--- src/rtl/imem_loader.sv ---
// imem_loader: boot-time program loader for the sisc core.
// Takes a byte stream (16-bit big-endian word count, 4*N payload bytes,
// one XOR checksum byte) and writes big-endian 32-bit words into
// instruction memory at consecutive addresses. It holds the core in reset
// until the checksum has been verified.
module imem_loader #(
   parameter logic [15:0] BASE_ADDR = 16'h0000,
   parameter int          MAX_WORDS = 1024
) (
   input  logic        CLK,
   input  logic        RST,
   input  logic        start,
   input  logic        byte_valid,
   input  logic [7:0]  byte_data,
   output logic        byte_ready,
   output logic        im_we,
   output logic [15:0] im_addr,
   output logic [31:0] im_wdata,
   output logic        cpu_rst_f,
   output logic        done,
   output logic        err
);

   typedef enum logic [2:0] {
      S_IDLE, S_HDR_HI, S_HDR_LO, S_DATA, S_WRITE, S_CSUM, S_DONE, S_ERROR
   } state_t;

   localparam logic [31:0] MAX_W = 32'(MAX_WORDS);

   state_t      state_q, state_d;
   logic [15:0] count_q, count_d;
   logic [15:0] index_q, index_d;
   logic [1:0]  byte_cnt_q, byte_cnt_d;
   logic [23:0] asm_q, asm_d;       // first three bytes of the word being built
   logic [7:0]  csum_q, csum_d;
   logic        byte_ready_q, byte_ready_d;
   logic        im_we_q, im_we_d;
   logic [15:0] im_addr_q, im_addr_d;
   logic [31:0] im_wdata_q, im_wdata_d;
   logic        cpu_rst_f_q, cpu_rst_f_d;
   logic        done_q, done_d;
   logic        err_q, err_d;

   logic        xfer;
   logic [15:0] hdr_count;

   // A byte moves only when the registered ready is high.
   assign xfer      = byte_valid && byte_ready_q;
   assign hdr_count = {count_q[15:8], byte_data};

   // Next-state logic; every output register is derived from the next state
   // so that outputs are valid in the same cycle the state is entered.
   always_comb begin
      state_d    = state_q;
      count_d    = count_q;
      index_d    = index_q;
      byte_cnt_d = byte_cnt_q;
      asm_d      = asm_q;
      csum_d     = csum_q;
      im_addr_d  = im_addr_q;
      im_wdata_d = im_wdata_q;

      case (state_q)
         S_IDLE, S_DONE, S_ERROR: begin
            if (start) begin
               state_d    = S_HDR_HI;
               count_d    = 16'd0;
               index_d    = 16'd0;
               byte_cnt_d = 2'd0;
               csum_d     = 8'd0;
            end
         end
         S_HDR_HI: begin
            if (xfer) begin
               count_d[15:8] = byte_data;
               csum_d        = csum_q ^ byte_data;
               state_d       = S_HDR_LO;
            end
         end
         S_HDR_LO: begin
            if (xfer) begin
               count_d = hdr_count;
               csum_d  = csum_q ^ byte_data;
               if ({16'd0, hdr_count} > MAX_W) begin
                  state_d = S_ERROR;
               end else if (hdr_count == 16'd0) begin
                  state_d = S_CSUM;
               end else begin
                  state_d = S_DATA;
               end
            end
         end
         S_DATA: begin
            if (xfer) begin
               csum_d     = csum_q ^ byte_data;
               asm_d      = {asm_q[15:0], byte_data};
               byte_cnt_d = byte_cnt_q + 2'd1;
               if (byte_cnt_q == 2'd3) begin
                  state_d    = S_WRITE;
                  im_wdata_d = {asm_q, byte_data};
                  im_addr_d  = BASE_ADDR + index_q;   // wraps modulo 2^16
               end
            end
         end
         S_WRITE: begin
            index_d = index_q + 16'd1;
            if (index_q + 16'd1 == count_q) begin
               state_d = S_CSUM;
            end else begin
               state_d = S_DATA;
            end
         end
         S_CSUM: begin
            if (xfer) begin
               if (byte_data == csum_q) begin
                  state_d = S_DONE;
               end else begin
                  state_d = S_ERROR;
               end
            end
         end
         default: state_d = S_IDLE;
      endcase

      byte_ready_d = (state_d == S_HDR_HI) || (state_d == S_HDR_LO) ||
                     (state_d == S_DATA)   || (state_d == S_CSUM);
      im_we_d      = (state_d == S_WRITE);
      done_d       = (state_d == S_DONE);
      cpu_rst_f_d  = (state_d == S_DONE);
      err_d        = (state_d == S_ERROR);
   end

   // State and output registers, cleared asynchronously by RST.
   always_ff @(posedge CLK or posedge RST) begin
      if (RST) begin
         state_q      <= S_IDLE;
         count_q      <= 16'd0;
         index_q      <= 16'd0;
         byte_cnt_q   <= 2'd0;
         asm_q        <= 24'd0;
         csum_q       <= 8'd0;
         byte_ready_q <= 1'b0;
         im_we_q      <= 1'b0;
         im_addr_q    <= 16'd0;
         im_wdata_q   <= 32'd0;
         cpu_rst_f_q  <= 1'b0;
         done_q       <= 1'b0;
         err_q        <= 1'b0;
      end else begin
         state_q      <= state_d;
         count_q      <= count_d;
         index_q      <= index_d;
         byte_cnt_q   <= byte_cnt_d;
         asm_q        <= asm_d;
         csum_q       <= csum_d;
         byte_ready_q <= byte_ready_d;
         im_we_q      <= im_we_d;
         im_addr_q    <= im_addr_d;
         im_wdata_q   <= im_wdata_d;
         cpu_rst_f_q  <= cpu_rst_f_d;
         done_q       <= done_d;
         err_q        <= err_d;
      end
   end

   assign byte_ready = byte_ready_q;
   assign im_we      = im_we_q;
   assign im_addr    = im_addr_q;
   assign im_wdata   = im_wdata_q;
   assign cpu_rst_f  = cpu_rst_f_q;
   assign done       = done_q;
   assign err        = err_q;

endmodule

--- config.mk ---
export PLATFORM = sky130hd
export DESIGN_NAME = imem_loader
export DESIGN_NICKNAME = d
export VERILOG_FILES = /design/src/rtl/imem_loader.sv
export SDC_FILE = /design/constraint.sdc
export NUM_CORES = 1
export LEC_CHECK = 0
export CORE_MARGIN = 2
export CORE_UTILIZATION = 35
export DETAILED_ROUTE_END_ITERATION = 12
export DONT_BUFFER_PORTS = 1
export SYNTH_ARGS = -nofsm -noshare
export SYNTH_HDL_FRONTEND = slang
export SYNTH_SLANG_ARGS = --single-unit
--- constraint.sdc ---
create_clock -name CLK -period 10.6 [get_ports CLK]
set_input_delay 3.18 -clock CLK [delete_from_list [all_inputs] [get_ports CLK]]
set_output_delay 3.18 -clock CLK [all_outputs]
set_load 0.02 [all_outputs]
Yosys cells after proc, flatten, opt, wreduce, memory -nomap -nowiden --
Index checks and enable logic that the tools add are counted.
Cells by class: eq/ne operators 22, mux-type cells 23, order comparisons 1, bitwise logic cells 2, shift-type cells 0, reduce and logical (&&, ||, !) cells 20, $mul 0, divide/modulo/power cells 0, $add $sub $neg 2
Operators by type and width (count):
- two-way mux 8 bit | 4
- one-hot mux 16 bit (2 select lines) | 1
- one-hot mux 8 bit (2 select lines) | 2
- two-way mux 3 bit | 9
- equality test 3 bit (second input constant) | 8
- one-hot mux 8 bit (3 select lines) | 1
- one-hot mux 3 bit (6 select lines) | 1
- adder 16 x 1 -> 16 bit (second input constant) | 1
- equality test 16 bit | 1
- greater-than comparator 16 x 11 -> 1 bit (second input constant) | 1
- logical NOT 16 bit | 1
- two-way mux 16 bit | 1
- equality test 3 x 2 -> 1 bit (second input constant) | 4
- AND reduction 3 bit | 4
- nonzero test 2 bit | 5
- equality test 8 bit | 1
- inequality test 2 bit (second input constant) | 4
- XOR 8 bit | 1
- equality test 3 x 1 -> 1 bit (second input constant) | 2
- OR reduction 3 bit | 2
- two-way mux 2 bit | 2
- one-hot mux 2 bit (2 select lines) | 1
- AND reduction 2 bit | 2
- AND reduction 4 bit | 1
- other kinds (8) | 10
Storage, ports and cells: output and inout port bits 53, memory bits (writable) 0, memory bits (read-only) 0, memories 0, bits in registers 121, bits in latches 0, bits of input ports 12, logic and storage cells 83

Longest topological paths before layout --
Gate-level depths: netlist of the first run.
depth in word-level cells 9, mapped depth 8, mapped depth without buffers 7

Worst setup path after synthesis of the first run --
OpenSTA, ideal clock, no wires.
kind input to register, start in byte_valid, end reg im_wdata_q[0], in the netlist im_wdata[0], buffers on the path 3, stages on the path 7, slack 5.712 ns, library setup time 0.125 ns, arrival 4.764 ns, required time 10.475 ns, cell sequence and2_1 and3_1 clkbuf_1 nand2_1 clkbuf_1 buf_2 mux2_2
On the way: longest elaborated chain between the ends 2
RTL lines:
- start: declaration | RTL line 13 | input logic byte_valid,
- logical AND 1 bit | RTL line 48 | assign xfer = byte_valid && byte_ready_q;
- AND reduction 3 bit (no source line)
- end signal: assignment | RTL line 159 | im_wdata_q <= im_wdata_d;
- end: declaration | RTL line 39 | logic [31:0] im_wdata_q, im_wdata_d;
Every way passes these cells. A chain may end at the register's enable or synchronous reset.

Final worst setup path of the first run --
start in byte_valid, end reg im_wdata_q[15], in the netlist im_wdata[15]
Same word-level chain as after synthesis.

==> metrics.md, run 1 <==
| Metric | Value |
|---|---|
| Status | `complete, no violations` |
| Post-Route WL | `about 13000 um` |
| Wire per inst | `16.84 um` |
| TritonCTS clock tree | `done` |
| Post-synth EDFFs | `0` |
| Syn. warnings | `0` |
| Tot GR Track Use | `between 15 and 20%` |
| CTS clock-pin slew for the worst setup and hold paths | `~0.060 ns` |
| Die height | `around 130 um` |
| Top Ports | `between 60 and 70` |
| Final min period | `~5.7 ns` |
| Max Fclk | `about 180 MHz` |
| Number of global-route vias before repair | `4117` |
| Initial antenna violation count | `0` |
| Nets | `roughly 540` |
| Synth Flop Type | `dfrtp_1` |
| Mux contribution to synthesized area | `14.57%` |
| Initial DRC count | `around 320` |
| Area growth syn-to-layout | `11.87%` |
| GPL Wtd Cong | `0.8621` |
| Worst rel slew slack | `between 20% and 30%` |
| Core area | `~16000 um^2` |
| Non-filler cells, final | `about 750` |
| Crit path required time | `10.89 ns` |
| Worst skew pair latency | `between 0.4 and 0.5 ns` |
| Worst-margin pin slew | `1.188 ns` |
| Reg2reg setup slack | `~7 ns` |
| Clock Skews | `~0.011 ns` |
| Vias post-DR | `4009` |
| CTS Sinks | `about 120` |
| Register area share after synthesis | `52.23%` |
| Largest net degree at the start of global routing | `83` |
| Placed Cells | `around 720` |
| Mapped Avg Cell Area | `10.90 um^2` |
| Mapped cell area | `about 5800 um^2` |
| Largest cells by area after synthesis | `dfrtp_1, mux2_2, o21ai_0` |
| CTS Buffer Depth | `2` |
| Pwr Total | `~1900 uW` |
| Top Usage Layer GRT | `met2` |
| Share of cells above drive strength 1 | `a little over a fifth` |
| Pre-Repair DR Iteration Count | `5` |
| Port Buf Inserts | `0` |
| XOR/XNOR Fraction of Synth Area | `~3%` |
| Die Footprint | `17610 um^2` |
| Setup TNS | `0 ns` |
| Endpoints failing setup | `0` |
| Synthesized flop and latch total | `121` |
| Commonest non-fill, non-tap cell in the layout | `dfrtp_1` |
| Arr. time, crit path | `5.96 ns` |
| Num CTS Buffers | `17` |
| Final worst setup slack | `4.924 ns` |
| Final worst-path cycle share | `a little over half` |
| CP Capture Type | `register` |
| Met3 usage | `4.828%` |
| Antenna cells | `0` |
| Most frequent cells in the layout | `dfrtp_1, mux2_2, o21ai_0` |
| Hold WC Path Type | `reg2reg` |
| CTS Hold Bufs | `0` |
| FFs w/ async S/R, synth | `between 90% and 100%` |
| Critical path fanouts, max | `49` |
| Adder-Cell Fraction of Synth Area | `0.4317%` |
| Number of distinct library cells after synthesis | `55` |
| Worst slack at placement | `between 4 and 5 ns` |
| Initial Util | `about a third` |
| Setup bufs post-CTS | `0` |
| Met1 Use GR | `about a fifth` |
| Post-Syn Nets | `roughly 550` |
| Vias/cell | `roughly 5.3` |
| Hold Vio Cnt, Final | `0` |
| Fin. max-slew vios | `0` |
| Dpl hpwl | `~8600 um` |
| CTS H-tree depth | `4` |
| Leakage | `approximately 0.0029 uW` |
| Total global routing overflow | `0` |
| Yosys top cell area share | `52.23%` |
| Synth Area in Simple Gates | `about 14%` |
| Global-route wire length before repair | `21380 um` |
| Worst VDD drop | `between 0.15 and 0.2 mV` |
| GRT met2 Usage | `between 20% and 30%` |
| Startpoint Class | `input pin` |
| WS Path Type | `in2reg` |
| Post-synthesis compound-gate area fraction | `between 10% and 20%` |
| P per Cell Area | `between 200 and 300 nW/um^2` |
| RSZ-0062 raised after global routing | `no` |
| Post-route ant nets | `0` |
| Max-cap violations | `0` |
| Synth area leader | `dfrtp_1` |
| Core Util, Final | `roughly two fifths` |
| Clk root buf | `clkbuf_16` |
| CTS resizes | `0` |
| Die Wd | `between 100 and 150 um` |
| Largest family of logic cells by synthesized area | `multiplexers` |
| Synthesized instance count | `532` |
| DRC viols | `0` |
| Core Rows | `47` |
==> stage by stage <==
| stage | hold slack (ns) | area [um^2] |
|---|---|---|
| 6_report | 0.4866 | 6485 |
| 5_1_grt | 0.5092 | 6485 |
| 4_1_cts | 0.4921 | 6485 |
| 3_5_place_dp | 0.4790 | 5931 |
| 3_3_place_gp | 0.4701 | 5931 |
| 2_1_floorplan | 0.4541 | 5797 |
==> per-layer routing <==
metal  vias to the layer above  wire [um]
met5                         -          0
met4                         0        186
met3                        20        706
met2                       112       6004
met1                      1986       5803
li1                       1891          -
==> path summary, 6_finish.rpt <==
kind | start | endpoint | cells after the start
min | asm_q[19] | im_wdata[27] | 1
min reg2reg | asm_q[19] | im_wdata[27] | 1
max in group asynchronous | RST | im_wdata[13] | 2
max | byte_valid | im_wdata[15] | 4
min in group asynchronous | RST | im_wdata[29] | 1
max reg2reg | state_q[1] | im_wdata[15] | 5
==> synth_stat cells, drive strengths merged, types with 6 or more instances <==
master / number
o31ai: 7
xnor2: 8
nand2: 26
nor2: 33
dfrtp: 121
nor3: 7
buf: 16
mux2: 75
inv: 26
o21ai: 60
nand4: 13
nand3: 29
a21oi: 9
nand2b: 15
xor2: 9
clkbuf: 16
nor4: 6
and3: 6
==> power by group <==
part	switching, uW	internal [uW]	total [uW]
clock	210	324	534
combinational	238	230	467
sequential	233	629	861
total	680	1180	1860
==> logic make-up after synthesis <==
| family | after synthesis |
|---|---|
| AOI/OAI and AO/OA | 104 |
| xor gates and xnor gates | 18 |
| adders and majority gates | 2 |
| buffers and inverters | 58 |
| DFF | 121 |
| muxes | 75 |
| and+or+nand+nor | 154 |
==> flip-flops by register name, indices dropped and copies added, names as in the netlist <==
signal and flops:
asm_q 24, byte_cnt_q 2, byte_ready 1, count_q 16, csum_q 8, done 1
err 1, im_addr 16, im_wdata 32, im_we 1, index_q 16, state_q 3
==> final cells by class <==
class                   instances  area [um^2]
clock inverters                13        121.4
clock buffers                  19        432.9
inverters                      26        100.1
flip-flops and latches        121         3028
multi-input cells             353         2512
fillers                      1580         9922
well taps                     220        275.3
repair buffers                  2        15.01
==> critical path, cell delays in order <==
cell     delay, ns
and2_1        0.23
and3_1        0.97
nand2_2       0.97
mux2_1        0.61
No activity file was read; power rests on OpenSTA's default activity.
==> run 2, diff against run 1 <==
==> constraint.sdc (replaced) <==
create_clock -name CLK -period 4.97 [get_ports CLK]
set_input_delay 1.491 -clock CLK [delete_from_list [all_inputs] [get_ports CLK]]
set_output_delay 1.491 -clock CLK [all_outputs]
set_load 0.02 [all_outputs]
==> run 2 against run 1 <==
Effect of this change:
- wire length increased by 0.83%
- global-route usage about the same
- via count is 0.67% lower
- register-to-register slack worse by 5.0 ns
- cell count up 0.13%
- worst hold slack improved by 0.0069 ns
- clock-buffer cell count decreased by 2
- combinational power increased by 120%
- die area unchanged
- flip-flop and latch count is the same
- critical path type unchanged
- largest cell class unchanged
==> metrics.md, run 2 (synthesized netlist as in run 1, its figures left out) <==
| Metric | Value |
|---|---|
| Clock Skews | `0.006805 ns` |
| Crit path launch | `byte_valid` |
| Endpoints failing setup | `0` |
| Port Buf Inserts | `0` |
| Number of global-route vias before repair | `approximately 4000` |
| CP Cell Sequence | `and2_1, and3_1, buf_4, nand2_2, mux2_1` |
| Antenna cells | `0` |
| Int Power | `between 2000 and 3000 uW` |
| Initial DRC count | `about 270` |
| Vias post-DR | `roughly 4000` |
| Wire per inst | `between 15 and 20 um` |
| Max Fclk | `a little over 300 MHz` |
| Total global routing overflow | `0` |
| GPL Wtd Cong | `between 0.8 and 0.9` |
| Die height | `roughly 130 um` |
| RSZ-0062 raised after global routing | `no` |
| CP peak stage delay | `0.75 ns` |
| Initial Util | `between 30% and 40%` |
| Most frequent cells in the layout | `dfrtp_1, mux2_2, o21ai_0` |
| Worst rel slew slack | `around 19%` |
| Clk root buf | `clkbuf_16` |
| Post-Layout Inst Area | `6570 um^2` |
| CP Capture Type | `register` |
| Leakage | `~0.0029 uW` |
| Max-cap violations | `0` |
| Core Rows | `47` |
| Worst skew pair latency | `around 0.42 ns` |
| CTS Hold Bufs | `0` |
| Top Ports | `65` |
| Core area | `approximately 16000 um^2` |
| CTS Buffer Depth | `2` |
| Max reg flops | `32` |
| Pre-Repair DR Iteration Count | `4` |
| Hold Vio Cnt, Final | `0` |
| Largest net degree at the start of global routing | `74` |
| Arr. time, crit path | `between 3 and 4 ns` |
| Post-route ant nets | `0` |
| Nets | `about 540` |
| Die Wd | `~130 um` |
| Family with the most delay on the worst path | `simple AND/OR/NAND/NOR gates` |
| Fillcell total | `around 1600` |
| Final min period | `between 3 and 4 ns` |
| DRC viols | `0` |
| Switching pwr | `1513 uW` |
| Share of cells above drive strength 1 | `a little over a fifth` |
| TritonCTS clock tree | `done` |
| Final worst-path cycle share | `about two thirds` |
| Critical path fanouts, max | `roughly 50` |
| HP Start | `asm_q[19]` |
| CTS clock-pin slew for the worst setup and hold paths | `roughly 0.060 ns` |
| Worst VDD drop | `approximately 0.30 mV` |
| CP bufs+invs | `1` |
| Tot GR Track Use | `between 15 and 20%` |
| RR Startpoint | `state_q[1]` |
| CP max-delay cell | `nand2_2` |
| Global-route wire length before repair | `21350 um` |
| CTS Sinks | `roughly 120` |
| P per Cell Area | `roughly 630 nW/um^2` |
| Initial antenna violation count | `0` |
| DP Area | `5943 um^2` |
| Fin. max-slew vios | `0` |
| CTS resizes | `0` |
| Vias/cell | `between 5 and 6` |
| Area growth syn-to-layout | `13.34%` |
| Commonest non-fill, non-tap cell in the layout | `dfrtp_1` |
| Status | `complete, no violations` |
| Sw Share | `36.43%` |
| CTS H-tree depth | `4` |
| Post-Route WL | `between 10000 and 15000 um` |
| Hold WC Path Type | `reg2reg` |
| Worst-margin pin slew | `1.206 ns` |
| Register share of total power | `between 40 and 50%` |
| Num CTS Buffers | `17` |
| Setup bufs post-CTS | `0` |
| Dpl hpwl | `just under 9000 um` |
| Setup TNS | `0 ns` |
| Clock power share | `a little under a third` |
| Die Footprint | `around 18000 um^2` |
| Crit path required time | `5.27 ns` |
| Gate power share | `approximately a quarter` |
| Startpoint Class | `input pin` |
| WS Path Type | `in2reg` |
run 2: changes by cell type in the layout (fill, tap and decap cells not counted), sizes merged:
cell      before  now
clkinvlp       2    1
inv           29   36
clkinv         7    1
clkbuf        19   17
bufinv         1    3
buf            2    3
run 2: final cells by class:
cell class	instances	area (um^2)	share of cell area, %
clock buffer	17	425.4	6.475
clock inverter	15	201.4	3.066
inverter	26	100.1	1.524
multi-input combinational	353	2517	38.32
sequential	121	3028	46.09
tap	220	275.3	4.190
timing repair buffer	3	22.52	0.3428
run 2: final timing paths:
kind	endpoint	slack [ns]	cells after the start
max	im_wdata[18]	1.70	5
min	im_wdata[27]	0.49	1
max reg2reg	im_wdata[18]	1.99	6
min reg2reg	im_wdata[27]	0.49	1
max in group asynchronous	im_wdata[9]	2.93	2
min in group asynchronous	im_addr[0]	1.13	1
run 2: metal layers:
layer / GRT usage, % / vias to the layer above / share of wire (%)
li1: - / 1890 / -
met1: 20.27 / 1979 / 46
met2: 23.69 / 101 / 47
met3: 5.249 / 12 / 5.9
met4: 5.197 / 0 / 1.1
met5: 0 / - / 0
run 2: power groups by stage:
stage	logic, uW	clock network [uW]	registers [uW]
2_1_floorplan	890	0	1710
3_3_place_gp	973	0	1850
3_5_place_dp	1010	0	1860
4_1_cts	1020	1330	1850
5_1_grt	1150	1370	1910
6_report	1010	1300	1840
run 2: through the flow:
stage | instances | total power [uW] | hold slack (ns) | util, % | setup WS, ns
floorplan | 532 | 2600 | 0.4541 | - | 0.2648
global placement | 723 | 2822 | 0.4734 | 36.22 | 1.328
detailed placement | 723 | 2875 | 0.4842 | 36.22 | 1.212
CTS | 755 | 4199 | 0.4980 | 40.04 | 1.676
global route | 755 | 4424 | 0.5218 | 40.04 | 1.550
finish | 755 | 4154 | 0.4935 | 40.04 | 1.699
